===== config.mk =====
export PLATFORM = sky130hd
export DESIGN_NAME = updown_counter3
export DESIGN_NICKNAME = d
export VERILOG_FILES = /design/src/rtl/updown_counter3.sv
export SDC_FILE = /design/constraint.sdc
export NUM_CORES = 1
export LEC_CHECK = 0
export CAP_MARGIN = 15
export CORE_AREA = 5 5 42 44
export CTS_CLUSTER_DIAMETER = 50
export CTS_CLUSTER_SIZE = 30
export DETAILED_ROUTE_END_ITERATION = 10
export DIE_AREA = 0 0 47 49
export GPL_TIMING_DRIVEN = 0
export PLACE_DENSITY = 0.34
export SLEW_MARGIN = 10
export SYNTH_ARGS = -nofsm -noshare
export SYNTH_HDL_FRONTEND = slang
export SYNTH_SLANG_ARGS = --single-unit
export TNS_END_PERCENT = 100

===== constraint.sdc =====
create_clock -name clk -period 1.3 [get_ports clk]
set_input_delay 0.195 -clock clk [delete_from_list [all_inputs] [get_ports clk]]
set_output_delay 0.195 -clock clk [all_outputs]
set_load 0.005 [all_outputs]

===== src/rtl/updown_counter3.sv =====
// WIDTH-bit up/down counter built from toggle stages that all share one clock edge.
// Each stage toggles when every lower stage is 1 (up) or 0 (down), gated by t.

module updown_counter3_tstage (
  input  logic clk,
  input  logic res,
  input  logic i_t,
  output logic o_q
);
  logic r_q;

  always_ff @(posedge clk or negedge res) begin
    if (!res)     r_q <= 1'b0;
    else if (i_t) r_q <= ~r_q;
  end

  assign o_q = r_q;
endmodule

module updown_counter3 #(
  parameter int WIDTH = 3
) (
  input  logic             clk,
  input  logic             res,
  input  logic             t,
  input  logic             M,
  output logic [WIDTH-1:0] q,
  output logic [WIDTH-1:0] qb
);
  logic [WIDTH-1:0] w_tog;

  // Toggle enables form a prefix-AND chain over the selected polarity of lower stages.
  assign w_tog[0] = t;
  generate
    for (genvar i = 1; i < WIDTH; i++) begin : g_chain
      assign w_tog[i] = w_tog[i-1] & (M ? qb[i-1] : q[i-1]);
    end
  endgenerate

  generate
    for (genvar i = 0; i < WIDTH; i++) begin : g_stage
      updown_counter3_tstage u_stage (
        .clk (clk),
        .res (res),
        .i_t (w_tog[i]),
        .o_q (q[i])
      );
    end
  endgenerate

  assign qb = ~q;
endmodule


==> impl_metrics.py, run 1 <==
metrics = {
    "min_path": {
        "hp-class": "input port to asynchronous set/reset pin",
    },
    "global_routing": {
        "grt_first_pass_wirelength_um": 676,
        "grt.busiest_layer": "met1",
        "gr-usage-all-layers": 0.0423,
        "globalRouteMet3Util": 0.0406,
        "vias_in_the_first_global_route": 160,
        "globalRoute.totalOverflow": 0,
        "grt_max_degree": 5,
        "groute.layer.met1.usage": 0.0531,
        "initial_antenna_violation_count": 0,
        "gr-usage-met2": 0.0498,
    },
    "worst_setup_path": {
        "critical_path.reg2reg.startpoint": "g_stage[0].u_stage.o_q$_DFFE_PN0P_",
        "start_kind": "flop",
        "reg_to_reg_end": "g_stage[2].u_stage.o_q$_DFFE_PN0P_",
        "cp_cell_sequence": "buf_6 > buf_4 > buf_4",
        "regToRegSetupSlack_ns": 0.14,
        "critical_path_required_ns": 1.11,
        "critical-path-slowest-cell": "dfrtp_1",
        "worstSetupPathType": "flop to primary output",
        "most_common_cell_on_crit_path": "buf_4",
        "rr_worst_depth": 4,
        "setup.worst_path.end_class": "primary output",
        "worst-path-max-fanout": 4,
        "max_stage_delay_ns": 0.39,
        "cp_data_arrival_time_ns": 0.99,
    },
    "finish": {
        "antenna_cells_inserted": 0,
        "layout.cells.most_common": "buf_4",
        "layout.cells.most_common_list": "9 x buf_4, 3 x inv_1, 3 x clkbuf_4, 3 x clkdlybuf4s50_1, 3 x dlygate4sd2_1",
        "final_nets": 39,
        "largest_register_ffs": 3,
        "final_layout_size_suffix_gt1_frac": 0.471,
        "areaGrowthSynthToFinish_pct": 92.1,
        "nFillCells": 158,
        "finish.utilization": 0.238,
    },
    "synthesis": {
        "synth_cell_type_count": 9,
        "synth.yosys.warnings": 0,
        "synthDominantAreaCellType": "dfrtp_1",
        "synth_nets": 21,
        "synthesis.area_per_instance_um2": 10.2,
        "yosys.area.top_type_share": 0.432,
        "post_synth_instance_area_um2": 174,
        "synth.area.top_cells": "dfrtp_1 43%, buf_4 13%, xnor2_1 10%",
        "postSynthCellCount": 17,
        "ys_seq_area_frac": 0.432,
        "ys_seq_elements": 3,
    },
    "timing": {
        "final_report_setup_violation_count": 0,
        "maxSlewHeadroom": 0.831,
        "timing.final.max_slew_violations": 0,
        "rsz0062_at_grt": "false",
        "top_achievable_clock_speed_mhz": 841,
        "timing_hold_violations_final": 0,
        "setup-tns-final_ns": 0,
        "timing.final.crit_share": 0.915,
        "finalWorstPathRequiredPeriod_ns": 1.19,
        "worst_clock_skew_ns": 0.00319,
        "worst_setup_slack_after_layout_ns": 0.110,
        "worstMarginPinSlew_ns": 0.253,
    },
    "cts": {
        "clock_sinks": 3,
        "cts_hold_buf": 0,
        "clk_latency_worst_skew_pair_ns": 0.23,
        "clock_tree_from_tritoncts": "done",
        "cts.reportedPaths.clkPinSlew_ns": 0.04,
        "htree_num_levels": 1,
        "cts-root-to-sink-buffers": 2,
        "root_buffer": "clkbuf_4",
        "inserted_clock_buffers": 3,
    },
    "floorplan": {
        "die_height_um": 49,
        "floorplan.die_area_mm2": 0.00230,
        "io-pin-count": 10,
        "chipWidth_um": 47,
        "design.core.area_mm2": 0.00140,
        "row_count": 14,
        "floorplan.initialDensity": 0.124,
    },
    "drt": {
        "routed-via-count": 157,
        "detail-route-antenna-nets": 0,
        "drt-total-wl_um": 397,
        "detailedRoute.firstPassIterationCount": 2,
        "post_drt_wl_per_cell_um": 7.94,
        "detailedRoute.firstIterationViolations": 1,
        "detail_route.vias_per_cell": 3.14,
        "drc": 0,
    },
    "run": {
        "maxCapViolCount": 0,
    },
    "power": {
        "peak_supply_drop_mv": 0.808,
        "power.static_leakage_nw": 0.166,
        "post-layout-total-power_w": 0.000818,
        "power_density_mw_per_mm2": 2450,
    },
    "status": {
        "run_status": "finished clean",
    },
    "placement": {
        "place_worst_setup_slack_ns": -0.0151,
        "dpl.hpwl_um": 291,
        "place.gp.congestion": 0.622,
        "place.port_buffers": 9,
    },
}
worst max-delay path: cells and delay by family, from the launching register on:
kind | cells | cell delay [ns]
DFF | 1 | 0.39
buffers and inverters | 3 | 0.37
synth_stat cells:
master,number
and3b_2,1
buf_4,3
dfrtp_1,3
inv_1,3
nand2_1,1
nor3b_1,1
o21ai_2,1
xnor2_1,2
xor2_1,2
metal layers:
metal / vias to the layer above / part of all wire
li1: 81 / -
met1: 66 / 0.44
met2: 10 / 0.38
met3: 0 / 0.18
met4: 0 / 0
met5: - / 0
logic make-up (layout without fill, tap and decap cells):
| logic type | after synthesis | count (layout) | synth area share |
|---|---|---|---|
| XOR/XNOR | 4 | 4 | 0.201 |
| flip-flops | 3 | 3 | 0.432 |
| AND/OR/NAND/NOR | 3 | 3 | 0.122 |
| AO/OA/AOI/OAI | 1 | 1 | 0.0504 |
| buffers and inverters | 6 | 23 | 0.194 |
timing repair:
| item | 4_1_cts | 5_1_grt |
|---|---|---|
| buffers inserted | 4 | 0 |
| gates resized for setup | 10 | 0 |
| endpoints found under the setup margin | 6 | 0 |
final cells by class:
| class | count | area (um2) | share of cell area |
|---|---|---|---|
| tap | 16 | 20.0 | 0.0599 |
| clock buffer | 4 | 26.3 | 0.0787 |
| sequential | 3 | 76.3 | 0.228 |
| buffer | 3 | 22.5 | 0.0674 |
| inverter | 3 | 11.3 | 0.0337 |
| timing repair buffer | 13 | 113 | 0.337 |
| multi-input combinational | 8 | 65.1 | 0.195 |
worst max path at each step:
stage / from / end / slack [ns]
after global routing: g_stage[0].u_stage.o_q$_DFFE_PN0P_ / g_stage[2].u_stage.o_q$_DFFE_PN0P_ / 0.05
after CTS: g_stage[1].u_stage.o_q$_DFFE_PN0P_ / q[1] / 0.1
final: g_stage[1].u_stage.o_q$_DFFE_PN0P_ / q[1] / 0.11
after floorplan: g_stage[0].u_stage.o_q$_DFFE_PN0P_ / g_stage[2].u_stage.o_q$_DFFE_PN0P_ / 0.31
after global placement: M / g_stage[2].u_stage.o_q$_DFFE_PN0P_ / 0.02
after detailed placement: M / g_stage[2].u_stage.o_q$_DFFE_PN0P_ / -0.02
power by group:
group / switching, W / internal, W
Sequential: 0.0000357 / 0.000147
Clock: 0.0000490 / 0.000115
Combinational: 0.000156 / 0.000315
Total: 0.000240 / 0.000577
metrics by stage:
step           hold WS (ns)  area, um2  std cells
2_1_floorplan        -0.101        174         17
3_3_place_gp          0.392        284         42
3_5_place_dp          0.390        284         42
4_1_cts               0.138        334         50
5_1_grt               0.147        334         50
6_report              0.140        334         50
No activity file was read; power rests on OpenSTA's default activity.
==> inputs of run 2 (changes only) <==
CTS_CLUSTER_DIAMETER = not set   (was 50)
==> results of run 2 <==
The final DEF is identical to that of run 1; final timing and power are the same.
==> inputs of run 3 (changes only) <==
CORE_AREA = 8 8 45 47   (was 5 5 42 44)
DIE_AREA = 0 0 53 55   (was 0 0 47 49)
clock period = 1.1 ns   (was 1.3 ns; I/O delays follow)
==> run 3 against run 2 <==
Compared with the run above:
- register-to-register slack worse by 0.13 ns
- flip-flop and latch count is the same
- count of clock-buffer cells in the layout stayed put
- clock power up 20%
- sequential power up 22%
- first-iteration DRC count is the same
- die area up 27%
- power up 23%
- critical path type is now flop to flop
- critical endpoint is now g_stage[2].u_stage.o_q$_DFFE_PN0P_
- largest power group unchanged
- highest routed layer unchanged
==> impl_metrics.py, run 3 (same netlist as run 1, synthesis figures left out) <==
metrics = {
    "status": {
        "run_status": "finished clean",
    },
    "timing": {
        "final_report_setup_violation_count": 0,
        "worst_clock_skew_ns": 0.0000677,
        "finalWorstPathRequiredPeriod_ns": 1.09,
        "rsz0062_at_grt": "true",
        "worstMarginPinSlew_ns": 0.151,
        "timing.final.crit_share": 0.991,
        "top_achievable_clock_speed_mhz": 917,
        "maxSlewHeadroom": 0.900,
        "timing.hold.ws_ns": 0.115,
        "timing_hold_violations_final": 0,
        "timing.final.max_slew_violations": 0,
    },
    "finish": {
        "final-instance-count-excl-fill": 49,
        "seq_area_um2": 76.3,
        "final_nets": 38,
        "finish.utilization": 0.249,
        "antenna_cells_inserted": 0,
        "multi_input_comb_area_um2": 76.3,
        "largest_register_ffs": 3,
        "layout.cells.most_common_list": "4 x buf_4, 4 x buf_6, 3 x inv_1, 3 x clkbuf_4, 3 x clkdlybuf4s50_1",
        "nFillCells": 151,
        "final_layout_size_suffix_gt1_frac": 0.515,
        "areaGrowthSynthToFinish_pct": 97.8,
    },
    "cts": {
        "cts_hold_buf": 0,
        "inserted_clock_buffers": 3,
        "cts-root-to-sink-buffers": 2,
        "htree_num_levels": 1,
        "root_buffer": "clkbuf_4",
        "clk_latency_worst_skew_pair_ns": 0.23,
        "clock_sinks": 3,
        "clock_tree_from_tritoncts": "done",
        "cts.reportedPaths.clkPinSlew_ns": 0.04,
    },
    "global_routing": {
        "grt_max_degree": 5,
        "gr-usage-all-layers": 0.0356,
        "grt_first_pass_wirelength_um": 669,
        "initial_antenna_violation_count": 0,
        "globalRoute.totalOverflow": 0,
        "vias_in_the_first_global_route": 167,
    },
    "worst_setup_path": {
        "worstSetupPathType": "flop to flop",
        "setup.worst_path.end_class": "flop",
        "worst-path-buf-inv": 1,
        "cpLargestDelayFamily": "flip-flops",
        "cp_data_arrival_time_ns": 1.24,
        "worst-path-max-fanout": 4,
        "critical-path-slowest-cell": "dfrtp_2",
        "critical_path_required_ns": 1.25,
        "start_kind": "flop",
        "cp_cell_sequence": "buf_6 > and3b_2 > o21ai_2 > xnor2_1",
        "max_stage_delay_ns": 0.41,
    },
    "floorplan": {
        "chipWidth_um": 53,
        "row_count": 14,
        "die_height_um": 55,
        "floorplan.initialDensity": 0.126,
        "floorplan.die_area_mm2": 0.00292,
        "design.core.area_mm2": 0.00138,
        "io-pin-count": 10,
    },
    "min_path": {
        "hp-class": "input port to asynchronous set/reset pin",
    },
    "power": {
        "peak_supply_drop_mv": 0.760,
        "post-layout-total-power_w": 0.00101,
        "power.static_leakage_nw": 0.167,
        "power_density_mw_per_mm2": 2930,
    },
    "drt": {
        "drc": 0,
        "post_drt_wl_per_cell_um": 8.67,
        "detail_route.vias_per_cell": 3.10,
        "detailedRoute.firstPassIterationCount": 2,
        "routed-via-count": 152,
        "drt-total-wl_um": 425,
        "detail-route-antenna-nets": 0,
        "detailedRoute.firstIterationViolations": 1,
    },
    "run": {
        "maxCapViolCount": 0,
    },
    "placement": {
        "place_inst": 42,
        "place.port_buffers": 9,
        "dpl.hpwl_um": 314,
        "place.gp.congestion": 0.548,
    },
}
==> run 3: worst paths after layout <==
path	slack, ns	to	start	depth (start not counted)
worst max-delay path	0.009	g_stage[2].u_stage.o_q$_DFFE_PN0P_	g_stage[0].u_stage.o_q$_DFFE_PN0P_	4
worst min-delay path	0.11	g_stage[2].u_stage.o_q$_DFFE_PN0P_	res	1
worst max register to register	0.009	g_stage[2].u_stage.o_q$_DFFE_PN0P_	g_stage[0].u_stage.o_q$_DFFE_PN0P_	4
worst min register to register	0.60	g_stage[0].u_stage.o_q$_DFFE_PN0P_	g_stage[0].u_stage.o_q$_DFFE_PN0P_	2
max in group asynchronous	0.83	g_stage[0].u_stage.o_q$_DFFE_PN0P_	res	1
min in group clk	0.58	g_stage[0].u_stage.o_q$_DFFE_PN0P_	t	2
==> run 3: where the power goes <==
part | internal, W | switching (W)
clock | 0.000136 | 0.0000604
sequential | 0.000174 | 0.0000502
combinational | 0.000385 | 0.000201
total | 0.000695 | 0.000312
==> run 3: layout make-up <==
type,instances,share of cell area
sequential,3,0.222
multi-input combinational,8,0.222
timing repair buffer,13,0.345
clock buffer,4,0.0764
buffer,2,0.0436
inverter,3,0.0327
tap,16,0.0582
==> run 3: through the flow <==
stage	instance area, um2	setup TNS [ns]	setup WS (ns)
detailed placement	284	-0.559	-0.170
floorplan	174	0	0.112
global placement	284	-0.551	-0.143
global route	344	-0.0604	-0.0604
CTS	335	-0.0334	-0.0334
finish	344	0	0.00947
==> run 3: worst reg2reg max path, cell delays in order (launching register included) <==
cell,delay [ns]
dfrtp_2,0.41
buf_6,0.14
and3b_2,0.19
o21ai_2,0.14
xnor2_1,0.13
==> run 3: metal layers <==
metal,vias up,wire length [um],GRT usage
li1,79,-,-
met1,67,160,0.0290
met2,6,203,0.0430
met3,0,60,0.0321
met4,0,0,0.0517
met5,-,0,0
==> run 3: repair_timing <==
action | in CTS | in global routing
setup endpoints to repair | 6 | 4
resized for setup | 17 | 6
buffers inserted | 5 | 0
pin swaps | 0 | 3
==> patch: new RTL, flow settings as in run 1 <==
The parameter `WIDTH` goes from 3 to 2.
--- a/src/rtl/updown_counter3.sv
+++ b/src/rtl/updown_counter3.sv
@@ -20,3 +20,3 @@
 module updown_counter3 #(
-  parameter int WIDTH = 3
+  parameter int WIDTH = 2
 ) (
Ports: changed (resized q and qb); port bits go from 10 to 8. The function was not compared with the original's and may differ.
==> patch against run 1 <==
Cell area fell by 24%; synthesized cell count down 41%; synthesized area decreased by 41%; sequential cell count is 1 lower; critical endpoint is now q[0]; worst setup slack got worse by 0.037 ns; power shrank 24%; die area did not move; wire length down 19%; largest cell class unchanged.
==> patch: results (changes against run 1) <==
Status
  • Outcome: finished, final reports clean

STA
  • Slew HR: 92.5% (+9.5 points)
  • Clock skew: 0.000100 ns (-0.00309 ns)

Critical path
  • Largest stage delay, worst path: 0.37 ns (-0.02 ns)
  • Top delay family on crit path: buffers and inverters
  • CP max FO: 2 (-2)
  • CP max stage cell: dfrtp_1
  • Worst Path Arrival: 1.03 ns (+0.04 ns)

Logic synthesis
  • Seq/Total Area, Yosys: 48.8% (+5.6 points)
  • Synth area leaders: dfrtp_1 49%, xor2_1 17%, buf_4 15%
  • Syn Nets: 14 (-33%)
  • Main synth FF type: dfrtp_1
  • Most frequent cells after synthesis: 2 x buf_4, 2 x dfrtp_1, 2 x inv_1, 2 x xor2_1
  • Fraction of registers with async set/reset: 100% (unchanged)
  • Number of synthesized flops with an enable pin: 0 (unchanged)
  • Yosys synthesis warning count: 0 (unchanged)
  • Synth cell types: 6 (-3)

GRT
  • GR Util All Layers: 4.01% (-0.22 points)
  • Met2 usage: 3.62% (-1.4 points)
  • Met1 Usage GRT: 2.42% (-2.9 points)
  • Largest net degree at the start of global routing: 3 (-2)
  • Met3 usage: 5.54% (+1.5 points)
  • Grt ovf: 0 (unchanged)
  • First-pass GRT wire length: 483 um (-29%)
  • Number of global-route vias before repair: 118 (-26%)
  • Initial antenna violation count: 0 (unchanged)

Placed design
  • Cell Area, Placed: 193 um2 (-32%)
  • Gp weighted congestion: 0.682 (+9.8%)
  • IO Port Bufs: 7 (-2)

CTS
  • Clk_lat worst skew: 0.22 ns
  • Worst-path clk slew: 0.03 ns
  • Max Buffers Root-to-Sink: 2 (unchanged)
  • H-tree depth: 1 (unchanged)
  • CTS buffer count: 3 (unchanged)
  • Clock Tree Root: clkbuf_4

Routing
  • 1st-iter DRT viols: 0 (-1)
  • WL/cell: 7.67 um (-3.4%)
  • TritonRoute pass-1 iters: 1 (-1)
  • Vias per cell: 2.69 (-14%)

Min path
  • Worst min path class: input pin to async pin

Final layout
  • Share of cells above drive strength 1: 46.2% (-0.90 points)
  • Max FFs per register: 2 (-1)
  • Final #Nets: 32 (-18%)
  • Antenna diodes: 0 (unchanged)
  • FILL cells: 168 (+6.3%)

Power and ir drop
  • Worst vdd ir: 0.000327 V (-59%)
  • LEAKAGE: 0.131 nW (-21%)
## patch: cell count changes in the layout (fill, tap and decap cells not counted), sizes merged
cell	delta
clkbuf	-1
dfrtp	-1
buf	-1
xnor2	-1
inv	-1
dlygate4sd2	-1
o21ai	-1
and3b	-1
clkdlybuf4s15	+1
nor3b	-1
## patch: per-stage QoR
stage          power, mW  setup WS [ns]  util [%]  hold slack (ns)  std cells
3_5_place_dp       0.383         0.0860      13.8            0.369         33
6_report           0.619         0.0734      18.2            0.137         42
4_1_cts            0.577        0.00259      17.1            0.128         40
2_1_floorplan      0.237          0.450         -           -0.101         10
5_1_grt            0.685         0.0188      18.2            0.129         42
3_3_place_gp       0.380          0.102      13.8            0.368         33
## patch: cells by family after synthesis
family / count (synthesis) / synth area share [%]
XOR/XNOR: 3 / 25.6
buffers and inverters: 4 / 21.9
flip-flops: 2 / 48.8
AND/OR/NAND/NOR: 1 / 3.66
## patch: area by class of cell
type / count / area share [%]
sequential: 2 / 19.6
inverter: 2 / 2.94
clock buffer: 3 / 8.82
timing repair buffer: 13 / 43.1
tap: 16 / 7.84
multi-input combinational: 4 / 11.8
buffer: 2 / 5.88
## patch: where the power goes
group,total (mW),internal [mW],switching (mW)
Clock,0.138,0.102,0.0362
Sequential,0.112,0.0959,0.0159
Combinational,0.369,0.259,0.110
Total,0.619,0.457,0.162
## patch: worst paths after layout
path / end / startpoint / cells after the start / slack, ns
max: q[0] / g_stage[0].u_stage.o_q$_DFFE_PN0P_ / 3 / 0.07
min reg2reg: g_stage[1].u_stage.o_q$_DFFE_PN0P_ / g_stage[1].u_stage.o_q$_DFFE_PN0P_ / 3 / 0.64
max in group asynchronous: g_stage[0].u_stage.o_q$_DFFE_PN0P_ / res / 1 / 1.04
max reg2reg: g_stage[1].u_stage.o_q$_DFFE_PN0P_ / g_stage[0].u_stage.o_q$_DFFE_PN0P_ / 5 / 0.21
min in group clk: g_stage[0].u_stage.o_q$_DFFE_PN0P_ / t / 2 / 0.57
min: g_stage[1].u_stage.o_q$_DFFE_PN0P_ / res / 1 / 0.14
## patch: layer usage
metal / part of all wire, % / vias to the layer above
met5: 0 / -
met4: 0 / 0
met3: 27 / 0
met2: 46 / 8
met1: 27 / 46
li1: - / 59
## patch: repair_timing
item | CTS | global route
endpoints found under the setup margin | 4 | 2
buffers inserted | 4 | 2
gates resized for setup | 4 | 2
